<file path="src/rtl/otter_pipe_ctrl_if.sv">
// Handshake/bus bundle between the OTTER datapath and its hazard controller.
// Latency: none, wires only.
// Backpressure: carries mem_busy (freeze) and the stall/flush controls back to the datapath.
// master: datapath side (drives DE fields, redirect, mem_busy; receives controls)
// slave : controller side (otter_pipe_ctrl)
interface otter_pipe_ctrl_if #(
    parameter int CNT_W = 16
);
    logic             de_valid;
    logic [4:0]       de_rs1_addr;
    logic [4:0]       de_rs2_addr;
    logic             de_rs1_used;
    logic             de_rs2_used;
    logic [4:0]       de_rd_addr;
    logic             de_reg_write;
    logic             de_is_load;
    logic             ex_redirect;
    logic             mem_busy;
    logic             pc_write;
    logic             de_hold;
    logic             ex_bubble;
    logic             de_flush;
    logic             stage_en;
    logic [1:0]       fwd_a_sel;
    logic [1:0]       fwd_b_sel;
    logic [CNT_W-1:0] stall_cnt;
    logic [CNT_W-1:0] flush_cnt;

    modport master (
        output de_valid, de_rs1_addr, de_rs2_addr, de_rs1_used, de_rs2_used,
               de_rd_addr, de_reg_write, de_is_load, ex_redirect, mem_busy,
        input  pc_write, de_hold, ex_bubble, de_flush, stage_en,
               fwd_a_sel, fwd_b_sel, stall_cnt, flush_cnt
    );

    modport slave (
        input  de_valid, de_rs1_addr, de_rs2_addr, de_rs1_used, de_rs2_used,
               de_rd_addr, de_reg_write, de_is_load, ex_redirect, mem_busy,
        output pc_write, de_hold, ex_bubble, de_flush, stage_en,
               fwd_a_sel, fwd_b_sel, stall_cnt, flush_cnt
    );
endinterface

</file>
<file path="src/rtl/otter_pipe_ctrl.sv">
// Hazard/sequencing controller for the 5-stage OTTER pipeline (shadow scoreboard of EX/MEM/WB).
// Latency: all controls and forwarding selects are combinational from shadow state and inputs.
// Backpressure: mem_busy freezes PC, stage registers, shadow and counters; load-use holds DE one cycle.
// Ports: CLK, RESET (async, active-high), bus (slave modport): DE register-use fields,
//        ex_redirect, mem_busy in; pc_write, de_hold, ex_bubble, de_flush, stage_en,
//        fwd_a_sel, fwd_b_sel, stall_cnt, flush_cnt out.
module otter_pipe_ctrl #(
    parameter int CNT_W = 16
) (
    input  logic          CLK,
    input  logic          RESET,
    otter_pipe_ctrl_if.slave bus
);
    typedef struct packed {
        logic       valid;
        logic [4:0] rd;
        logic       reg_write;
        logic       is_load;
        logic [4:0] rs1;
        logic [4:0] rs2;
        logic       rs1_used;
        logic       rs2_used;
    } stage_t;

    localparam stage_t STAGE_EMPTY = '0;
    localparam logic [CNT_W-1:0] CNT_ONE = {{(CNT_W-1){1'b0}}, 1'b1};

    stage_t           r_ex, r_mem, r_wb;
    logic [CNT_W-1:0] r_stall_cnt, r_flush_cnt;

    stage_t w_de_rec;
    logic   w_ex_writes, w_lu, w_rd_eff;
    logic   w_pc_write, w_de_hold, w_ex_bubble, w_de_flush, w_stage_en;
    logic   w_take_lu, w_take_rd;

    function automatic logic writes_rd(input stage_t s);
        return s.valid && s.reg_write && (s.rd != 5'd0);
    endfunction

    // MEM wins over WB. A MEM load match cannot occur (load-use stalls first);
    // if it does, fall back to the register file rather than a stale WB value.
    function automatic logic [1:0] fwd_sel(input stage_t ex, input stage_t mem, input stage_t wb,
                                           input logic [4:0] rs, input logic used);
        logic [1:0] sel;
        sel = 2'd0;
        if (ex.valid && used) begin
            if (writes_rd(mem) && mem.rd == rs) begin
                sel = mem.is_load ? 2'd0 : 2'd1;
            end else if (writes_rd(wb) && wb.rd == rs) begin
                sel = 2'd2;
            end
        end
        return sel;
    endfunction

    always_comb begin
        w_de_rec          = STAGE_EMPTY;
        w_de_rec.valid    = bus.de_valid;
        w_de_rec.rd       = bus.de_rd_addr;
        w_de_rec.reg_write = bus.de_reg_write;
        w_de_rec.is_load  = bus.de_is_load;
        w_de_rec.rs1      = bus.de_rs1_addr;
        w_de_rec.rs2      = bus.de_rs2_addr;
        w_de_rec.rs1_used = bus.de_rs1_used;
        w_de_rec.rs2_used = bus.de_rs2_used;
    end

    // rd != 0 inside writes_rd also keeps x0 sources from ever hazarding.
    assign w_ex_writes = writes_rd(r_ex);
    assign w_lu = w_ex_writes && r_ex.is_load && bus.de_valid &&
                  ((bus.de_rs1_used && bus.de_rs1_addr == r_ex.rd) ||
                   (bus.de_rs2_used && bus.de_rs2_addr == r_ex.rd));
    assign w_rd_eff = bus.ex_redirect && r_ex.valid;

    always_comb begin
        w_pc_write  = 1'b1;
        w_stage_en  = 1'b1;
        w_de_hold   = 1'b0;
        w_ex_bubble = 1'b0;
        w_de_flush  = 1'b0;
        w_take_lu   = 1'b0;
        w_take_rd   = 1'b0;
        if (RESET) begin
            // hold the free-running defaults while reset is asserted
        end else if (bus.mem_busy) begin
            w_pc_write = 1'b0;
            w_stage_en = 1'b0;
            w_de_hold  = 1'b1;
        end else if (w_rd_eff) begin
            // DE is killed, so a simultaneous load-use is moot
            w_de_flush  = 1'b1;
            w_ex_bubble = 1'b1;
            w_take_rd   = 1'b1;
        end else if (w_lu) begin
            w_pc_write  = 1'b0;
            w_de_hold   = 1'b1;
            w_ex_bubble = 1'b1;
            w_take_lu   = 1'b1;
        end
    end

    always_ff @(posedge CLK or posedge RESET) begin
        if (RESET) begin
            r_ex        <= STAGE_EMPTY;
            r_mem       <= STAGE_EMPTY;
            r_wb        <= STAGE_EMPTY;
            r_stall_cnt <= '0;
            r_flush_cnt <= '0;
        end else if (!bus.mem_busy) begin
            r_wb  <= r_mem;
            r_mem <= r_ex;
            if (w_ex_bubble) begin
                r_ex <= STAGE_EMPTY;
            end else begin
                r_ex <= w_de_rec;
            end
            if (w_take_lu && r_stall_cnt != '1) begin
                r_stall_cnt <= r_stall_cnt + CNT_ONE;
            end
            if (w_take_rd && r_flush_cnt != '1) begin
                r_flush_cnt <= r_flush_cnt + CNT_ONE;
            end
        end
    end

    assign bus.pc_write  = w_pc_write;
    assign bus.de_hold   = w_de_hold;
    assign bus.ex_bubble = w_ex_bubble;
    assign bus.de_flush  = w_de_flush;
    assign bus.stage_en  = w_stage_en;
    assign bus.fwd_a_sel = fwd_sel(r_ex, r_mem, r_wb, r_ex.rs1, r_ex.rs1_used);
    assign bus.fwd_b_sel = fwd_sel(r_ex, r_mem, r_wb, r_ex.rs2, r_ex.rs2_used);
    assign bus.stall_cnt = r_stall_cnt;
    assign bus.flush_cnt = r_flush_cnt;
endmodule

</file>
<file path="src/flat_wrapper.sv">
// flat-port wrapper written by rule: the top's interface ports become plain ports
module otter_pipe_ctrl_flat 
#(
    parameter int CNT_W = 16
)
  (CLK, RESET, bus_de_valid, bus_de_rs1_addr, bus_de_rs2_addr, bus_de_rs1_used, bus_de_rs2_used, bus_de_rd_addr, bus_de_reg_write, bus_de_is_load, bus_ex_redirect, bus_mem_busy, bus_pc_write, bus_de_hold, bus_ex_bubble, bus_de_flush, bus_stage_en, bus_fwd_a_sel, bus_fwd_b_sel, bus_stall_cnt, bus_flush_cnt);
  otter_pipe_ctrl_if #(.CNT_W(CNT_W)) bus_i ();
  input  logic CLK;
  input  logic RESET;
  input wire logic [$bits(bus_i.de_valid)-1:0] bus_de_valid;
  input wire logic [$bits(bus_i.de_rs1_addr)-1:0] bus_de_rs1_addr;
  input wire logic [$bits(bus_i.de_rs2_addr)-1:0] bus_de_rs2_addr;
  input wire logic [$bits(bus_i.de_rs1_used)-1:0] bus_de_rs1_used;
  input wire logic [$bits(bus_i.de_rs2_used)-1:0] bus_de_rs2_used;
  input wire logic [$bits(bus_i.de_rd_addr)-1:0] bus_de_rd_addr;
  input wire logic [$bits(bus_i.de_reg_write)-1:0] bus_de_reg_write;
  input wire logic [$bits(bus_i.de_is_load)-1:0] bus_de_is_load;
  input wire logic [$bits(bus_i.ex_redirect)-1:0] bus_ex_redirect;
  input wire logic [$bits(bus_i.mem_busy)-1:0] bus_mem_busy;
  output wire logic [$bits(bus_i.pc_write)-1:0] bus_pc_write;
  output wire logic [$bits(bus_i.de_hold)-1:0] bus_de_hold;
  output wire logic [$bits(bus_i.ex_bubble)-1:0] bus_ex_bubble;
  output wire logic [$bits(bus_i.de_flush)-1:0] bus_de_flush;
  output wire logic [$bits(bus_i.stage_en)-1:0] bus_stage_en;
  output wire logic [$bits(bus_i.fwd_a_sel)-1:0] bus_fwd_a_sel;
  output wire logic [$bits(bus_i.fwd_b_sel)-1:0] bus_fwd_b_sel;
  output wire logic [$bits(bus_i.stall_cnt)-1:0] bus_stall_cnt;
  output wire logic [$bits(bus_i.flush_cnt)-1:0] bus_flush_cnt;
  assign bus_i.de_valid = bus_de_valid;
  assign bus_i.de_rs1_addr = bus_de_rs1_addr;
  assign bus_i.de_rs2_addr = bus_de_rs2_addr;
  assign bus_i.de_rs1_used = bus_de_rs1_used;
  assign bus_i.de_rs2_used = bus_de_rs2_used;
  assign bus_i.de_rd_addr = bus_de_rd_addr;
  assign bus_i.de_reg_write = bus_de_reg_write;
  assign bus_i.de_is_load = bus_de_is_load;
  assign bus_i.ex_redirect = bus_ex_redirect;
  assign bus_i.mem_busy = bus_mem_busy;
  assign bus_pc_write = bus_i.pc_write;
  assign bus_de_hold = bus_i.de_hold;
  assign bus_ex_bubble = bus_i.ex_bubble;
  assign bus_de_flush = bus_i.de_flush;
  assign bus_stage_en = bus_i.stage_en;
  assign bus_fwd_a_sel = bus_i.fwd_a_sel;
  assign bus_fwd_b_sel = bus_i.fwd_b_sel;
  assign bus_stall_cnt = bus_i.stall_cnt;
  assign bus_flush_cnt = bus_i.flush_cnt;
  otter_pipe_ctrl #(.CNT_W(CNT_W)) u_core (.CLK(CLK), .RESET(RESET), .bus(bus_i));
endmodule
</file>
<file path="config.mk">
export PLATFORM = sky130hd
export DESIGN_NAME = otter_pipe_ctrl_flat
export DESIGN_NICKNAME = d
export VERILOG_FILES = /design/src/rtl/otter_pipe_ctrl_if.sv /design/src/rtl/otter_pipe_ctrl.sv /design/src/flat_wrapper.sv
export SDC_FILE = /design/constraint.sdc
export NUM_CORES = 1
export LEC_CHECK = 0
export BUFFER_PORTS_ARGS = -buffer_cell sky130_fd_sc_hd__buf_2
export CELL_PAD_IN_SITES_DETAIL_PLACEMENT = 0
export CELL_PAD_IN_SITES_GLOBAL_PLACEMENT = 2
export CORE_AREA = 5 5 104 106
export CTS_CLUSTER_DIAMETER = 150
export DETAILED_ROUTE_END_ITERATION = 8
export DIE_AREA = 0 0 109 111
export PLACE_DENSITY_LB_ADDON = 0.08
export RECOVER_POWER = 100
export SYNTH_ARGS = -nofsm -noshare
export SYNTH_HDL_FRONTEND = slang
export SYNTH_SLANG_ARGS = --single-unit
</file>
<file path="constraint.sdc">
create_clock -name CLK -period 3.75 [get_ports CLK]
set_input_delay 0.9375 -clock CLK [delete_from_list [all_inputs] [get_ports CLK]]
set_output_delay 0.9375 -clock CLK [all_outputs]
set_load 0.02 [all_outputs]
</file>
==> metrics.csv <==
stage,metric,value,unit
outcome,status,finished clean,
critical_path,cp-start-kind,primary input,
critical_path,crit_type,primary input to output port,
logic_synthesis,ys_ff_latch,67,
floorplan,core,9684,um2
finish,syn2layout_area_growth,18.19,%
placement,placed_cell_area,3815,um2
route,vias_per_cell,4.746,
timing,hold_viol_final,0,
route,drtPass1Iterations,4,
hold_path,hold_class,flip-flop to flip-flop,
timing,setup-tns-final,0,ps
finish,nNetsFinal,396,
timing,worst_slew_pin_slew,1367,ps
critical_path,crit_arrival,2470,ps
floorplan,die_w,109,um
logic_synthesis,synth_top_cell_area_share,50.47,%
logic_synthesis,ys_seq_area_share,50.47,%
finish,fin_area,3926,um2
route,dr_wl_met2,3919,um
logic_synthesis,yosysMostFrequentCell,dfrtp_1,
power,power.density,472.0,nW/um2
logic_synthesis,synth_nets,323,
logic_synthesis,synth_common_cells,"dfrtp_1, nor2_1, xor2_1",
logic_synthesis,yosysWarnings,0,
power,ir_drop,264.9,uV
placement,numPortBuffers,64,
logic_synthesis,yosysTopAreaCell,dfrtp_1,
global_route,grt_max_degree,43,
route,drt_iter0_markers,35,
route,highest_layer,met4,
clock_network,ctsHoldBuffers,0,
logic_synthesis,synth_edf_count,0,
global_route,antenna_found_initial,0,
logic_synthesis,synth_cell_type_count,35,
clock_network,clockRootBuffer,clkbuf_8,
logic_synthesis,netlist_area,3322,um2
placement,gp_congestion,0.8404,
critical_path,critical_path.cell_chain,clkbuf_1 > xnor2_1 > nand4_1 > o22ai_1 > nand2_1 > a211oi_2 > clkbuf_1,
timing,final_max_slew_viol_count,0,
route,drc_errors,0,
logic_synthesis,synth_cells,297,
logic_synthesis,ys_async_sr_fraction,100.0,%
clock_network,numClockSinks,67,
critical_path,endpoint_kind,output port,
floorplan,fp.dieH,111,um
global_route,gr-usage-all-layers,14.43,%
timing,post-route-period-util,90.74,%
timing,fin_skew,9.800,ps
placement,dpl.hpwl,6070,um
finish,num-fill-cells,1004,
logic_synthesis,synth-main-ff-cell,dfrtp_1,
clock_network,numCtsBuffers,9,
route,vias,2411,
route,drt-total-wl,8107,um
floorplan,fp.dieArea,12100,um2
timing,fmax,293.9,MHz
critical_path,crit_path_frequent_cell,clkbuf_1,
clock_network,clk_pin_slew,80,ps
route,wl_met1,3740,um
floorplan,row_count,36,
global_route,grt_pass1_vias,2558,
route,wire_per_inst,15.96,um
global_route,grt_first_pass_wirelength,13630,um
clock_network,cts_tree,yes,
timing,rsz0062_at_grt,false,
finish,layout-drive-gt1-share,15.73,%
floorplan,io_pins,65,
logic_synthesis,synth_area_per_cell,11.18,um2
timing,period_minus_slack,3403,ps
critical_path,cp.required,2810,ps
critical_path,crit_path_max_fanout,3,
clock_network,cts-resized-gates,0,
global_route,grt_overflow,0,
finish,antenna_cells,0,
timing,relSlewSlack,8.836,%
route,ant_nets,0,
timing,setup_viol,0,
power,p_leak,1.766,nW
critical_path,slowest_stage,a211oi_2,
clock_network,cts_htree_levels,3,
route,met3_length,375,um
floorplan,initial_core_util,34.30,%
flow_run,drv_cap,0,
critical_path,max_stage_delay,340,ps
finish,regArea,1677,um2
finish,multi_input_comb_area,1548,um2
clock_network,clock_latency,340,ps
clock_network,cts_buffer_depth,2,
clock_network,post_cts.repair.setup_buffers,0,
logic_synthesis,ys_top_cells_by_area,"dfrtp_1, xor2_1, xnor2_1, mux2_2, mux2i_1",
[kinds of logic after synthesis]
family,synth area share (%)
fa+ha+maj,0.7532
mux,12.13
compound gates,2.712
flops,50.47
buf+inv,1.506
simple gates,17.14
xor+xnor,15.29
[state kept, by name, summed over array words and instances (netlist names)]
register,flops
u_core.bus.flush_cnt,16
u_core.bus.stall_cnt,16
u_core.r_ex,20
u_core.r_mem,8
u_core.r_wb,7
[layer usage]
layer	global-route usage, %	vias to the layer above
met5	0	-
met4	3.283	0
met3	4.776	9
met2	22.85	49
met1	19.02	1174
li1	-	1179
[where the power goes]
part / internal [mW] / total (mW) / switching (mW) / leakage [nW]
clock network: 0.410 / 0.685 / 0.275 / 0.113
logic: 0.132 / 0.271 / 0.139 / 0.814
registers: 0.797 / 0.897 / 0.100 / 0.839
[cells in the final DEF, fill, tap and decap left out, types with 2 or more instances in the layout]
| cell type | n |
|---|---|
| and3_1 | 3 |
| nand2_1 | 14 |
| dfrtp_1 | 67 |
| clkbuf_8 | 11 |
| bufinv_16 | 2 |
| nand4_1 | 10 |
| clkbuf_1 | 48 |
| mux2i_1 | 20 |
| a21oi_1 | 2 |
| and2_1 | 2 |
| ha_1 | 2 |
| xnor2_1 | 28 |
| nor2_1 | 35 |
| xor2_1 | 30 |
| nor3_1 | 12 |
| nor4_1 | 8 |
| buf_2 | 19 |
| inv_1 | 5 |
| mux2_2 | 18 |
| nand3_1 | 18 |
| or4_1 | 2 |
[worst paths after layout]
path	start	to	slack, ps	depth (start not counted)
setup / recovery	bus_de_rs1_addr[4]	bus_ex_bubble	350	7
hold / removal	u_core.bus.flush_cnt[11]	u_core.bus.flush_cnt[11]	490	1
setup reg to reg	u_core.r_ex[18]	u_core.r_ex[12]	1090	7
hold reg to reg	u_core.bus.flush_cnt[11]	u_core.bus.flush_cnt[11]	490	1
max in group asynchronous	RESET	u_core.bus.stall_cnt[13]	1700	3
min in group asynchronous	RESET	u_core.r_mem[15]	1160	3
[worst max-delay path, delay by kind of cell]
kind | cells | cell delay (ps)
xor gates and xnor gates | 1 | 230
buffers and inverters | 2 | 380
AOI/OAI and AO/OA | 2 | 630
and+or+nand+nor | 2 | 280
[through the flow]
step	utilization [%]	cells	hold slack (ps)	worst slack (ps)	power [mW]
CTS	41.74	508	488.7	353.1	1.905
floorplan	-	297	479.6	335.7	1.099
global placement	39.39	492	466.5	381.7	1.207
global route	40.54	508	513.9	168.6	1.968
finish	40.54	508	489.1	347.1	1.853
detailed placement	39.39	492	472.0	377.0	1.209
[layout make-up]
type / instances / area share (%)
tap: 133 / 4.238
multi-input combinational: 218 / 39.42
timing repair buffer: 68 / 7.234
clock buffer: 12 / 3.952
inverter: 6 / 0.6055
clock inverter: 4 / 1.848
sequential: 67 / 42.70
No activity file was read; power rests on OpenSTA's default activity.
